<file path="src/rtl/spram_arb_pkg.sv">
// Shared types and constants for the spram_b16_arbiter slice.
//   ARB_RR / ARB_FIXED : arbitration mode encodings for the ARB_MODE parameter
//   state_t            : sequencer state (zero-fill, then normal arbitration)
//   req_t              : one requester's command, sized for the default macro
package spram_arb_pkg;

    localparam int ARB_RR    = 0;
    localparam int ARB_FIXED = 1;

    localparam int SPRAM_ADDR_W = 8;
    localparam int SPRAM_DATA_W = 128;
    localparam int SPRAM_BE_W   = SPRAM_DATA_W / 8;

    typedef enum logic {
        ST_INIT,
        ST_RUN
    } state_t;

    typedef struct packed {
        logic                    we;
        logic [SPRAM_ADDR_W-1:0] addr;
        logic [SPRAM_DATA_W-1:0] wdata;
        logic [SPRAM_BE_W-1:0]   strb;
    } req_t;

endpackage

</file>
<file path="src/rtl/spram_b16_arbiter_if.sv">
// Request channel of one arbiter port (valid/ready handshake).
//   master : requester side, drives the command and samples req_ready
//   slave  : arbiter side, samples the command and drives req_ready
interface spram_b16_arbiter_if #(
    parameter int ADDR_W = 8,
    parameter int DATA_W = 128,
    parameter int BE_W   = DATA_W / 8
);
    logic              req_valid;
    logic              req_ready;
    logic              req_we;
    logic [ADDR_W-1:0] req_addr;
    logic [DATA_W-1:0] req_wdata;
    logic [BE_W-1:0]   req_strb;

    modport master (
        output req_valid, req_we, req_addr, req_wdata, req_strb,
        input  req_ready
    );

    modport slave (
        input  req_valid, req_we, req_addr, req_wdata, req_strb,
        output req_ready
    );
endinterface

</file>
<file path="src/rtl/rr_arb2.sv">
// Two-input grant logic, purely combinational.
//   req[1:0]   : eligible requesters
//   mode       : 0 = round-robin, 1 = fixed priority (port 0 wins ties)
//   last_grant : port granted most recently (round-robin only)
//   gnt[1:0]   : one-hot grant, zero when nothing is requested
module rr_arb2 (
    input  logic [1:0] req,
    input  logic       mode,
    input  logic       last_grant,
    output logic [1:0] gnt
);
    always_comb begin
        gnt = req;
        // On a tie, round-robin hands the slot to the port that did not win last.
        if (&req) gnt = (mode || last_grant) ? 2'b01 : 2'b10;
    end
endmodule

</file>
<file path="src/rtl/spram_b16_arbiter.sv">
// Two-port arbiter/sequencer in front of one 256x128 byte-lane single-port SRAM.
// After reset it optionally zero-fills the array, then grants at most one
// request per cycle and returns read data one cycle after the accept edge.
//   clk, rst        : clock, synchronous active-high reset
//   p0, p1          : request channels (slave modport)
//   rsp_valid/port  : read response valid and originating port
//   rsp_rdata       : read data, passed straight through from ram_q
//   init_done       : fill finished, requests are being accepted
//   ram_*           : SRAM macro pins (CEB/WEB/BWEB active low), ram_q return data
module spram_b16_arbiter
    import spram_arb_pkg::*;
#(
    parameter int ADDR_W   = SPRAM_ADDR_W,
    parameter int DATA_W   = SPRAM_DATA_W,
    parameter int BE_W     = DATA_W / 8,
    parameter int ARB_MODE = ARB_RR,
    parameter int INIT_EN  = 1
) (
    input  logic               clk,
    input  logic               rst,
    spram_b16_arbiter_if.slave p0,
    spram_b16_arbiter_if.slave p1,
    output logic               rsp_valid,
    output logic               rsp_port,
    output logic [DATA_W-1:0]  rsp_rdata,
    output logic               init_done,
    output logic               ram_ceb,
    output logic               ram_web,
    output logic [ADDR_W-1:0]  ram_a,
    output logic [DATA_W-1:0]  ram_d,
    output logic [BE_W-1:0]    ram_bweb,
    input  logic [DATA_W-1:0]  ram_q
);
    localparam logic [ADDR_W-1:0] INIT_LAST = '1;

    state_t            state, state_nxt;
    logic [ADDR_W-1:0] init_cnt;
    logic              last_grant;
    logic              rd_pend, rd_port;

    req_t [1:0]        req;
    logic [1:0]        vld, elig, noop, arb_req, gnt, rdy;
    logic              run, sel, any_gnt;

    always_comb begin
        req[0].we    = p0.req_we;
        req[0].addr  = p0.req_addr;
        req[0].wdata = p0.req_wdata;
        req[0].strb  = p0.req_strb;
        req[1].we    = p1.req_we;
        req[1].addr  = p1.req_addr;
        req[1].wdata = p1.req_wdata;
        req[1].strb  = p1.req_strb;
        vld          = {p1.req_valid, p0.req_valid};
        for (int i = 0; i < 2; i++) begin
            // A write with no byte enables is acknowledged but never reaches the SRAM.
            noop[i] = vld[i] & req[i].we & ~(|req[i].strb);
            elig[i] = vld[i] & ~noop[i];
        end
    end

    // rst gates the command outputs so the macro never sees a stray access
    // while the sequencer is being reset.
    assign run     = (state == ST_RUN) & ~rst;
    assign arb_req = run ? elig : 2'b00;

    rr_arb2 u_arb (
        .req        (arb_req),
        .mode       (ARB_MODE == ARB_FIXED),
        .last_grant (last_grant),
        .gnt        (gnt)
    );

    assign sel     = gnt[1];
    assign any_gnt = |gnt;

    always_comb begin
        state_nxt = state;
        rdy       = 2'b00;
        ram_ceb   = 1'b1;
        ram_web   = 1'b1;
        ram_a     = '0;
        ram_d     = '0;
        ram_bweb  = '0;
        if (!rst) begin
            if (state == ST_INIT) begin
                ram_ceb = 1'b0;
                ram_web = 1'b0;
                ram_a   = init_cnt;
                if (init_cnt == INIT_LAST) state_nxt = ST_RUN;
            end else begin
                rdy = gnt | noop;
                if (any_gnt) begin
                    ram_ceb = 1'b0;
                    ram_web = ~req[sel].we;
                    ram_a   = req[sel].addr;
                    if (req[sel].we) begin
                        ram_d    = req[sel].wdata;
                        ram_bweb = ~req[sel].strb;
                    end else begin
                        ram_bweb = '1;
                    end
                end
            end
        end
    end

    always_ff @(posedge clk) begin
        if (rst) begin
            state      <= (INIT_EN != 0) ? ST_INIT : ST_RUN;
            init_cnt   <= '0;
            last_grant <= 1'b1;
            rd_pend    <= 1'b0;
            rd_port    <= 1'b0;
        end else begin
            state <= state_nxt;
            if (state == ST_INIT) init_cnt <= init_cnt + 1'b1;
            if (any_gnt) last_grant <= sel;
            rd_pend <= any_gnt & ~req[sel].we;
            if (any_gnt && !req[sel].we) rd_port <= sel;
        end
    end

    assign p0.req_ready = rdy[0];
    assign p1.req_ready = rdy[1];
    assign init_done    = (state == ST_RUN);
    // Masked by rst so a response caught by reset is never presented.
    assign rsp_valid    = rd_pend & ~rst;
    assign rsp_port     = rd_port;
    assign rsp_rdata    = ram_q;

endmodule

</file>
<file path="src/flat_wrapper.sv">
// flat-port wrapper written by rule: the top's interface ports become plain ports
module spram_b16_arbiter_flat import spram_arb_pkg::*;
#(
    parameter int ADDR_W   = SPRAM_ADDR_W,
    parameter int DATA_W   = SPRAM_DATA_W,
    parameter int BE_W     = DATA_W / 8,
    parameter int ARB_MODE = ARB_RR,
    parameter int INIT_EN  = 1
)
  (clk, rst, rsp_valid, rsp_port, rsp_rdata, init_done, ram_ceb, ram_web, ram_a, ram_d, ram_bweb, ram_q, p0_req_valid, p0_req_we, p0_req_addr, p0_req_wdata, p0_req_strb, p0_req_ready, p1_req_valid, p1_req_we, p1_req_addr, p1_req_wdata, p1_req_strb, p1_req_ready);
  spram_b16_arbiter_if #(.ADDR_W(ADDR_W), .DATA_W(DATA_W), .BE_W(BE_W)) p0_i ();
  spram_b16_arbiter_if #(.ADDR_W(ADDR_W), .DATA_W(DATA_W), .BE_W(BE_W)) p1_i ();
  input  logic clk;
  input  logic rst;
  output logic rsp_valid;
  output logic rsp_port;
  output logic [DATA_W-1:0] rsp_rdata;
  output logic init_done;
  output logic ram_ceb;
  output logic ram_web;
  output logic [ADDR_W-1:0] ram_a;
  output logic [DATA_W-1:0] ram_d;
  output logic [BE_W-1:0] ram_bweb;
  input  logic [DATA_W-1:0] ram_q;
  input wire logic [$bits(p0_i.req_valid)-1:0] p0_req_valid;
  input wire logic [$bits(p0_i.req_we)-1:0] p0_req_we;
  input wire logic [$bits(p0_i.req_addr)-1:0] p0_req_addr;
  input wire logic [$bits(p0_i.req_wdata)-1:0] p0_req_wdata;
  input wire logic [$bits(p0_i.req_strb)-1:0] p0_req_strb;
  output wire logic [$bits(p0_i.req_ready)-1:0] p0_req_ready;
  input wire logic [$bits(p1_i.req_valid)-1:0] p1_req_valid;
  input wire logic [$bits(p1_i.req_we)-1:0] p1_req_we;
  input wire logic [$bits(p1_i.req_addr)-1:0] p1_req_addr;
  input wire logic [$bits(p1_i.req_wdata)-1:0] p1_req_wdata;
  input wire logic [$bits(p1_i.req_strb)-1:0] p1_req_strb;
  output wire logic [$bits(p1_i.req_ready)-1:0] p1_req_ready;
  assign p0_i.req_valid = p0_req_valid;
  assign p0_i.req_we = p0_req_we;
  assign p0_i.req_addr = p0_req_addr;
  assign p0_i.req_wdata = p0_req_wdata;
  assign p0_i.req_strb = p0_req_strb;
  assign p0_req_ready = p0_i.req_ready;
  assign p1_i.req_valid = p1_req_valid;
  assign p1_i.req_we = p1_req_we;
  assign p1_i.req_addr = p1_req_addr;
  assign p1_i.req_wdata = p1_req_wdata;
  assign p1_i.req_strb = p1_req_strb;
  assign p1_req_ready = p1_i.req_ready;
  spram_b16_arbiter #(.ADDR_W(ADDR_W), .DATA_W(DATA_W), .BE_W(BE_W), .ARB_MODE(ARB_MODE), .INIT_EN(INIT_EN)) u_core (.clk(clk), .rst(rst), .p0(p0_i), .p1(p1_i), .rsp_valid(rsp_valid), .rsp_port(rsp_port), .rsp_rdata(rsp_rdata), .init_done(init_done), .ram_ceb(ram_ceb), .ram_web(ram_web), .ram_a(ram_a), .ram_d(ram_d), .ram_bweb(ram_bweb), .ram_q(ram_q));
endmodule
</file>
<file path="config.mk">
export PLATFORM = sky130hd
export DESIGN_NAME = spram_b16_arbiter_flat
export DESIGN_NICKNAME = d
export VERILOG_FILES = /design/src/rtl/spram_arb_pkg.sv /design/src/rtl/spram_b16_arbiter_if.sv /design/src/rtl/rr_arb2.sv /design/src/rtl/spram_b16_arbiter.sv /design/src/flat_wrapper.sv
export SDC_FILE = /design/constraint.sdc
export NUM_CORES = 1
export LEC_CHECK = 0
export ABC_AREA = 0
export CORE_AREA = 4 4 282 284
export DETAILED_ROUTE_END_ITERATION = 12
export DIE_AREA = 0 0 286 288
export HOLD_SLACK_MARGIN = 0.02
export PLACE_DENSITY_LB_ADDON = 0.05
export SYNTH_ARGS = -nofsm -noshare
export SYNTH_HDL_FRONTEND = slang
export SYNTH_SLANG_ARGS = --single-unit
</file>
<file path="constraint.sdc">
create_clock -name clk -period 7.1 [get_ports clk]
set_input_delay 1.42 -clock clk [delete_from_list [all_inputs] [get_ports clk]]
set_output_delay 1.42 -clock clk [all_outputs]
set_load 0.03 [all_outputs]
</file>
Word-level counts from Yosys, hierarchy flattened

Cells that the tools add are included.

Reduce and logical (&&, ||, !) cells: 6
Bitwise operators: 17
Add/subtract/negate cells: 1
Multiplexer cells: 26
Magnitude comparators: 1
Equal/unequal tests: 1

Operators by type and width:

| kind                | number |
|---|---|
| $mux 128            | 4 |
| $mux 153            | 2 |
| $mux 16             | 4 |
| $reduce_or 16->1    | 2 |
| $mux 8              | 3 |
| $not 16->16         | 1 |
| $mux 2              | 5 |
| $and 1x1->1         | 9 |
| $add 8x1->8 const B | 1 |
| $eq 8x8->1 const B  | 1 |
| $mux 1              | 8 |
| $not 1->1           | 6 |
| $lt 1x2->1 const B  | 1 |
| $or 2x2->2          | 1 |
| $reduce_and 2->1    | 1 |
| $reduce_or 2->1     | 1 |
| $logic_and 1x1->1   | 1 |
| $logic_not 1->1     | 1 |

Word-level logic and storage cells: 57
Output and inout bits: 287
Register bits after elaboration: 12
Input bits: 438

Depth between registers and ports, before layout

Gate-level depths: netlist of run 1.

Depth in word-level cells: 15
Depth in mapped cells: 9

Modules after synthesis

A second synthesis of run 1 with hierarchy kept.

Cells, all modules: 564
Area, all modules: 4,037.6 um2

By module, submodules not included:

| module            | cells each | times used | area an instance (um2) |
|---|---|---|---|
| spram_b16_arbiter | 560        | 1          | 4,015.1 |
| rr_arb2           | 4          | 1          | 22.5 |

Least setup slack after synthesis of run 1

OpenSTA, ideal clock, no wires.

Kind: input -> output
Start: input port p0_req_strb[6]
End: output port ram_bweb[10]
Arrival: 3.478 ns
Stages: 7
Buffers on the path: 1
Slack: 2.202 ns
Path through: nor4_1 -> nand4_1 -> o2111ai_1 -> nand4_2 -> clkbuf_1 -> and3_1 -> a311oi_1

Cells in the longest elaborated chain, start to end: 15
Elaborated cells on any way between the ends: 16
Those cells by class: mux: 8; bitwise: 5; reduce/logical: 3

RTL lines:

| what                                        | line                    | RTL |
|---|---|---|
| from (decl)                                 | flat_wrapper.sv:29      | `input wire logic [$bits(p0_i.req_strb)-1:0] p0_req_strb;` |
| $reduce_or 16->1 *                          | spram_b16_arbiter.sv:57 | `noop[i] = vld[i] & req[i].we & ~(\|req[i].strb);` |
| $not 1->1 *                                 | spram_b16_arbiter.sv:57 |  |
| $and 1x1->1 *                               | spram_b16_arbiter.sv:57 |  |
| $not 1->1 *                                 | spram_b16_arbiter.sv:58 | `elig[i] = vld[i] & ~noop[i];` |
| $and 1x1->1 *                               | spram_b16_arbiter.sv:58 |  |
| $mux 2 *                                    | spram_b16_arbiter.sv:65 | `assign arb_req = run ? elig : 2'b00;` |
| $reduce_and 2->1                            | rr_arb2.sv:15           | `if (&req) gnt = (mode \|\| last_grant) ? 2'b01 : 2'b10;` |
| $mux 2 *                                    | rr_arb2.sv:15           |  |
| $mux 153 (implied by the code) (2 in a row) | spram_b16_arbiter.sv:97 | `if (req[sel].we) begin` |
| $not 16->16                                 | spram_b16_arbiter.sv:99 | `ram_bweb = ~req[sel].strb;` |
| $mux 16                                     | spram_b16_arbiter.sv:97 |  |
| $mux 16 *                                   | spram_b16_arbiter.sv:93 | `if (any_gnt) begin` |
| $mux 16 *                                   | spram_b16_arbiter.sv:86 | `if (state == ST_INIT) begin` |
| $mux 16 *                                   | spram_b16_arbiter.sv:85 | `if (!rst) begin` |
| to (decl)                                   | flat_wrapper.sv:23      | `output logic [BE_W-1:0] ram_bweb;` |

Mark *: on every way between the ends. The rest lies on a longest branch, timed or not. The select of a mux whose other input is x is not followed.

Worst setup path after layout of run 1

Start: input port p0_req_strb[6]
End: output port ram_d[112]

Cells in the longest elaborated chain, start to end: 14
Elaborated cells on any way between the ends: 15
Those cells by class: mux: 8; bitwise: 4; reduce/logical: 3

RTL lines:

| what                                        | line                    | RTL |
|---|---|---|
| $reduce_or 16->1 *                          | spram_b16_arbiter.sv:57 |  |
| $not 1->1 *                                 | spram_b16_arbiter.sv:57 |  |
| $and 1x1->1 *                               | spram_b16_arbiter.sv:57 |  |
| $not 1->1 *                                 | spram_b16_arbiter.sv:58 |  |
| $and 1x1->1 *                               | spram_b16_arbiter.sv:58 |  |
| $mux 2 *                                    | spram_b16_arbiter.sv:65 |  |
| $reduce_and 2->1                            | rr_arb2.sv:15           |  |
| $mux 2 *                                    | rr_arb2.sv:15           |  |
| $mux 153 (implied by the code) (2 in a row) | spram_b16_arbiter.sv:97 |  |
| $mux 128                                    | spram_b16_arbiter.sv:97 |  |
| $mux 128 *                                  | spram_b16_arbiter.sv:93 |  |
| $mux 128 *                                  | spram_b16_arbiter.sv:86 |  |
| $mux 128 *                                  | spram_b16_arbiter.sv:85 |  |
| to (decl)                                   | flat_wrapper.sv:22      | `output logic [DATA_W-1:0] ram_d;` |

Marks and branches as above.

==> key figures, run 1 <==
Timing
  • Crit share post-route: around nine tenths
  • Relative slew slack: between 40% and 50%
  • Final worst path period need: between 6000 and 7000 ps
  • Unrepaired setup endpoints after global routing: false
  • Final setup fails: 0
  • Achievable frequency: 157 MHz
  • TNS Setup: 0 ps
  • Final hold vios: 0
  • Max-slew violations: 0
  • Worst Max-Slew Pin Slew: ~770 ps
  • Clock Skew: approximately 0.96 ps

Setup path
  • Startpoint Class: primary input
  • Most used cell along the critical path: clkdlybuf4s50_1
  • Cell Chain, Critical Path: clkdlybuf4s50_1 > nor4_1 > nand4_1 > o2111ai_1 > and4_4 > buf_12 > nand2_1 > a21oi_1 > clkdlybuf4s50_1
  • Worst Setup End Kind: output pin
  • Crit path largest cell delay: about 740 ps
  • Worst Path Max Fanout: between 80 and 90
  • CP max-delay cell: clkdlybuf4s50_1
  • Worst Path Required: 5680 ps
  • Worst endpoint data arrival time: approximately 5000 ps
  • Crit Path Class: primary input to output pin

Routing
  • Antenna Violating Nets Remaining: 0
  • Pre-antenna DRT Iters: 4
  • Vias per inst: just over 3
  • DR WL/cell: 17.7 µm
  • DRC: 0
  • Initial DRC Count: about 220
  • Via count: ~6.3k
  • WL final: 36.6 mm

CTS
  • Hold_buf cts: 0
  • Root Driver: clkbuf_16
  • CTS tree: done
  • Post-CTS setup buffer count: 0
  • H-tree depth: 1
  • Reg clk slew, reported paths: around 50 ps
  • Clk buf depth: 2
  • Clk sinks: 12
  • Worst-Skew Late Latency: 240 ps
  • Post-CTS sizing: 0
  • Total CTS buffers: 3

Die
  • Ports: about 730
  • Initial Util: roughly 5.4%
  • Die Height: 288 µm
  • Chip width: ~290 µm
  • Core Region: 77100 µm²
  • Die ar.: ~82000 µm²
  • FP Rows: ~100

Global routing
  • Global route overflow: 0
  • Initial antenna violation count: 4
  • First-pass GRT wire length: around 50 mm
  • Largest net degree at the start of global routing: approximately 100
  • GRT Total Usage: around 8.1%
  • Vias in the first global route: 6738

Cells and area
  • Area delta synth->final: 120%
  • Layout cells sized above 1: under 10%
  • Nets: around 1.5k
  • Sequential Area: around 240 µm²
  • Layout fillers: a little over 9k
  • Multi-input gate area: 2670 µm²
  • Non-filler instance count after layout: around 2.1k
  • Final Cell Area: around 9200 µm²

Yosys
  • Yosys warning count: 0
  • Sequential area share after synthesis: under 10%
  • Area contributors post-synth: buf_4 (25%), a21oi_1 (17%), nand3_1 (16%)
  • Avg Synthesized Cell Area: 5.72 µm²
  • Largest area contributor in the netlist: buf_4
  • Syn_nets: approximately 1.2k
  • Post-synthesis instance area: between 4000 and 5000 µm²
  • Share of the synthesized area in the top cell type: 24.7%
  • Post-synthesis cell type count: 34
  • FF+latch count, synth: 12
  • Mapped Cells: 732

Power and ir drop
  • Lkg Pwr: 0.00243 µW
  • Switch Pwr: a little under 80 µW
  • Clk network pwr share: 30.1%
  • Peak supply drop: between 0.05 and 0.06 mV
  • Register share of total power: 17.9%
  • Switching share of power: 20.2%
  • P_int: approximately 310 µW
  • Pwr dens: around 43 nW/µm²
  • Combinational group share of total power: a little over half

Placement
  • Global placement routability congestion: ~0.72
  • DP Area: a little over 9000 µm²
  • Dpl cells: 2058
  • I/O Buffers: roughly 470
  • DP HPWL: between 20 and 30 mm

Run status
  • Outcome: completed

Hold path
  • Hold WC Path Type: flip-flop to flip-flop

Flow run
  • Max Cap Viol: 0
-- cell type report --
cell class | instances | share of cell area (%)
antenna | 1 | 0.0271
clock buffer | 4 | 0.963
inverter | 1 | 0.0407
multi-input combinational | 521 | 28.9
sequential | 12 | 2.60
tap | 1040 | 14.1
timing repair buffer | 484 | 53.3
-- through the flow --
step                      power [µW]  setup WS [ps]  hold slack, ps  util, %
final                            393            744             467     12.0
after global routing             414            548             496     12.0
after CTS                        402            620             474     12.0
after detailed placement         277            636             466     11.8
after global placement           278            684             462     11.8
after floorplan                  226           2200             460        -
-- final timing paths --
| check | start | cells after the start | slack [ps] | to |
|---|---|---|---|---|
| worst min-delay path | u_core.rsp_port$_SDFFE_PP0P_ | 2 | 470 | u_core.rsp_port$_SDFFE_PP0P_ |
| worst min register to register | u_core.rsp_port$_SDFFE_PP0P_ | 2 | 470 | u_core.rsp_port$_SDFFE_PP0P_ |
| worst max-delay path | p0_req_strb[6] | 9 | 740 | ram_d[112] |
| worst max register to register | u_core.init_done$_SDFF_PP0_ | 6 | 5100 | u_core.rsp_port$_SDFFE_PP0P_ |
-- cell usage after synthesis --
cell,number
a21o_1,3
nor2b_1,11
nand2b_1,2
xnor2_1,1
nand2_1,140
o2111ai_1,1
nand4_1,2
a31o_2,1
a31oi_2,1
nand4_2,1
and4_1,1
or3_1,2
buf_2,34
ha_1,1
xor2_1,4
nor4_1,8
o21ai_0,3
o21ba_2,1
a21oi_1,141
o31ai_1,1
inv_1,1
mux2i_1,2
dfxtp_1,12
buf_6,1
nor2_1,17
clkbuf_1,24
a211oi_1,8
o211a_1,1
a32oi_1,1
nand3_1,133
buf_4,138
buf_1,1
a311oi_1,16
and3_1,18
-- critical path, delay by kind of cell --
family / cells / cell delay (ps)
and+or+nand+nor: 4 / 1200
buffers and inverters: 3 / 1450
AOI/OAI and AO/OA: 2 / 710
-- registers in the layout (all words and copies together) (netlist names) --
name and count:
u_core.init_cnt 8, u_core.init_done 1, u_core.rsp_port 1, u_core.last_grant 1, u_core.rd_pend 1
-- metal layers --
layer  part of all wire (%)  wire length, µm  up-vias  track usage [%]
met3                     13             4610       42             4.08
met1                     35            12800     2860             8.26
met2                     51            18600      361             14.8
met4                    1.6              578        2             1.50
li1                       -                -     2992                -
met5                  0.033               12        -                0
-- power groups by stage --
stage               Sequential (µW)  Clock, µW  Combinational, µW
floorplan                      71.4          0                155
global placement               72.0          0                206
detailed placement             71.9          0                205
CTS                            70.5        125                207
global route                   70.6        126                217
finish                         70.5        118                204
-- layout by cell type (no fill, tap or decap), types with 2 or more instances in the layout --
master / n
a211oi_1: 8
nor2b_1: 10
dfxtp_1: 12
xor2_1: 4
clkbuf_16: 3
nor2_1: 17
a21o_1: 3
nand2_1: 140
mux2i_1: 2
buf_12: 11
nand3_1: 133
nand2b_1: 2
or3_1: 2
and3_1: 18
a311oi_1: 16
buf_4: 15
nand4_1: 2
nor4_1: 8
clkdlybuf4s50_1: 458
o21ai_0: 3
a21oi_1: 141
-- kinds of logic (layout without fill, tap and decap cells) --
family | count (synthesis) | in the layout | share of synthesized area (%)
and+or+nand+nor | 335 | 335 | 36.9
buffers and inverters | 199 | 489 | 31.4
AOI/OAI and AO/OA | 178 | 178 | 24.1
DFF | 12 | 12 | 5.74
xor gates and xnor gates | 5 | 5 | 1.05
muxes | 2 | 2 | 0.478
adders and majority gates | 1 | 1 | 0.299
other | 0 | 1 | 0
(Power assumes the default switching activity.)
==> run 2: changes to the inputs <==
--- a/config.mk
+++ b/config.mk
@@ -7,6 +7,7 @@
 export LEC_CHECK = 0
 export ABC_AREA = 0
 export CORE_AREA = 4 4 282 284
+export CTS_CLUSTER_SIZE = 40
 export DETAILED_ROUTE_END_ITERATION = 12
 export DIE_AREA = 0 0 286 288
 export HOLD_SLACK_MARGIN = 0.02
==> results of run 2 <==
Same layout as run 1: the final DEF is identical, and so are final timing and power.
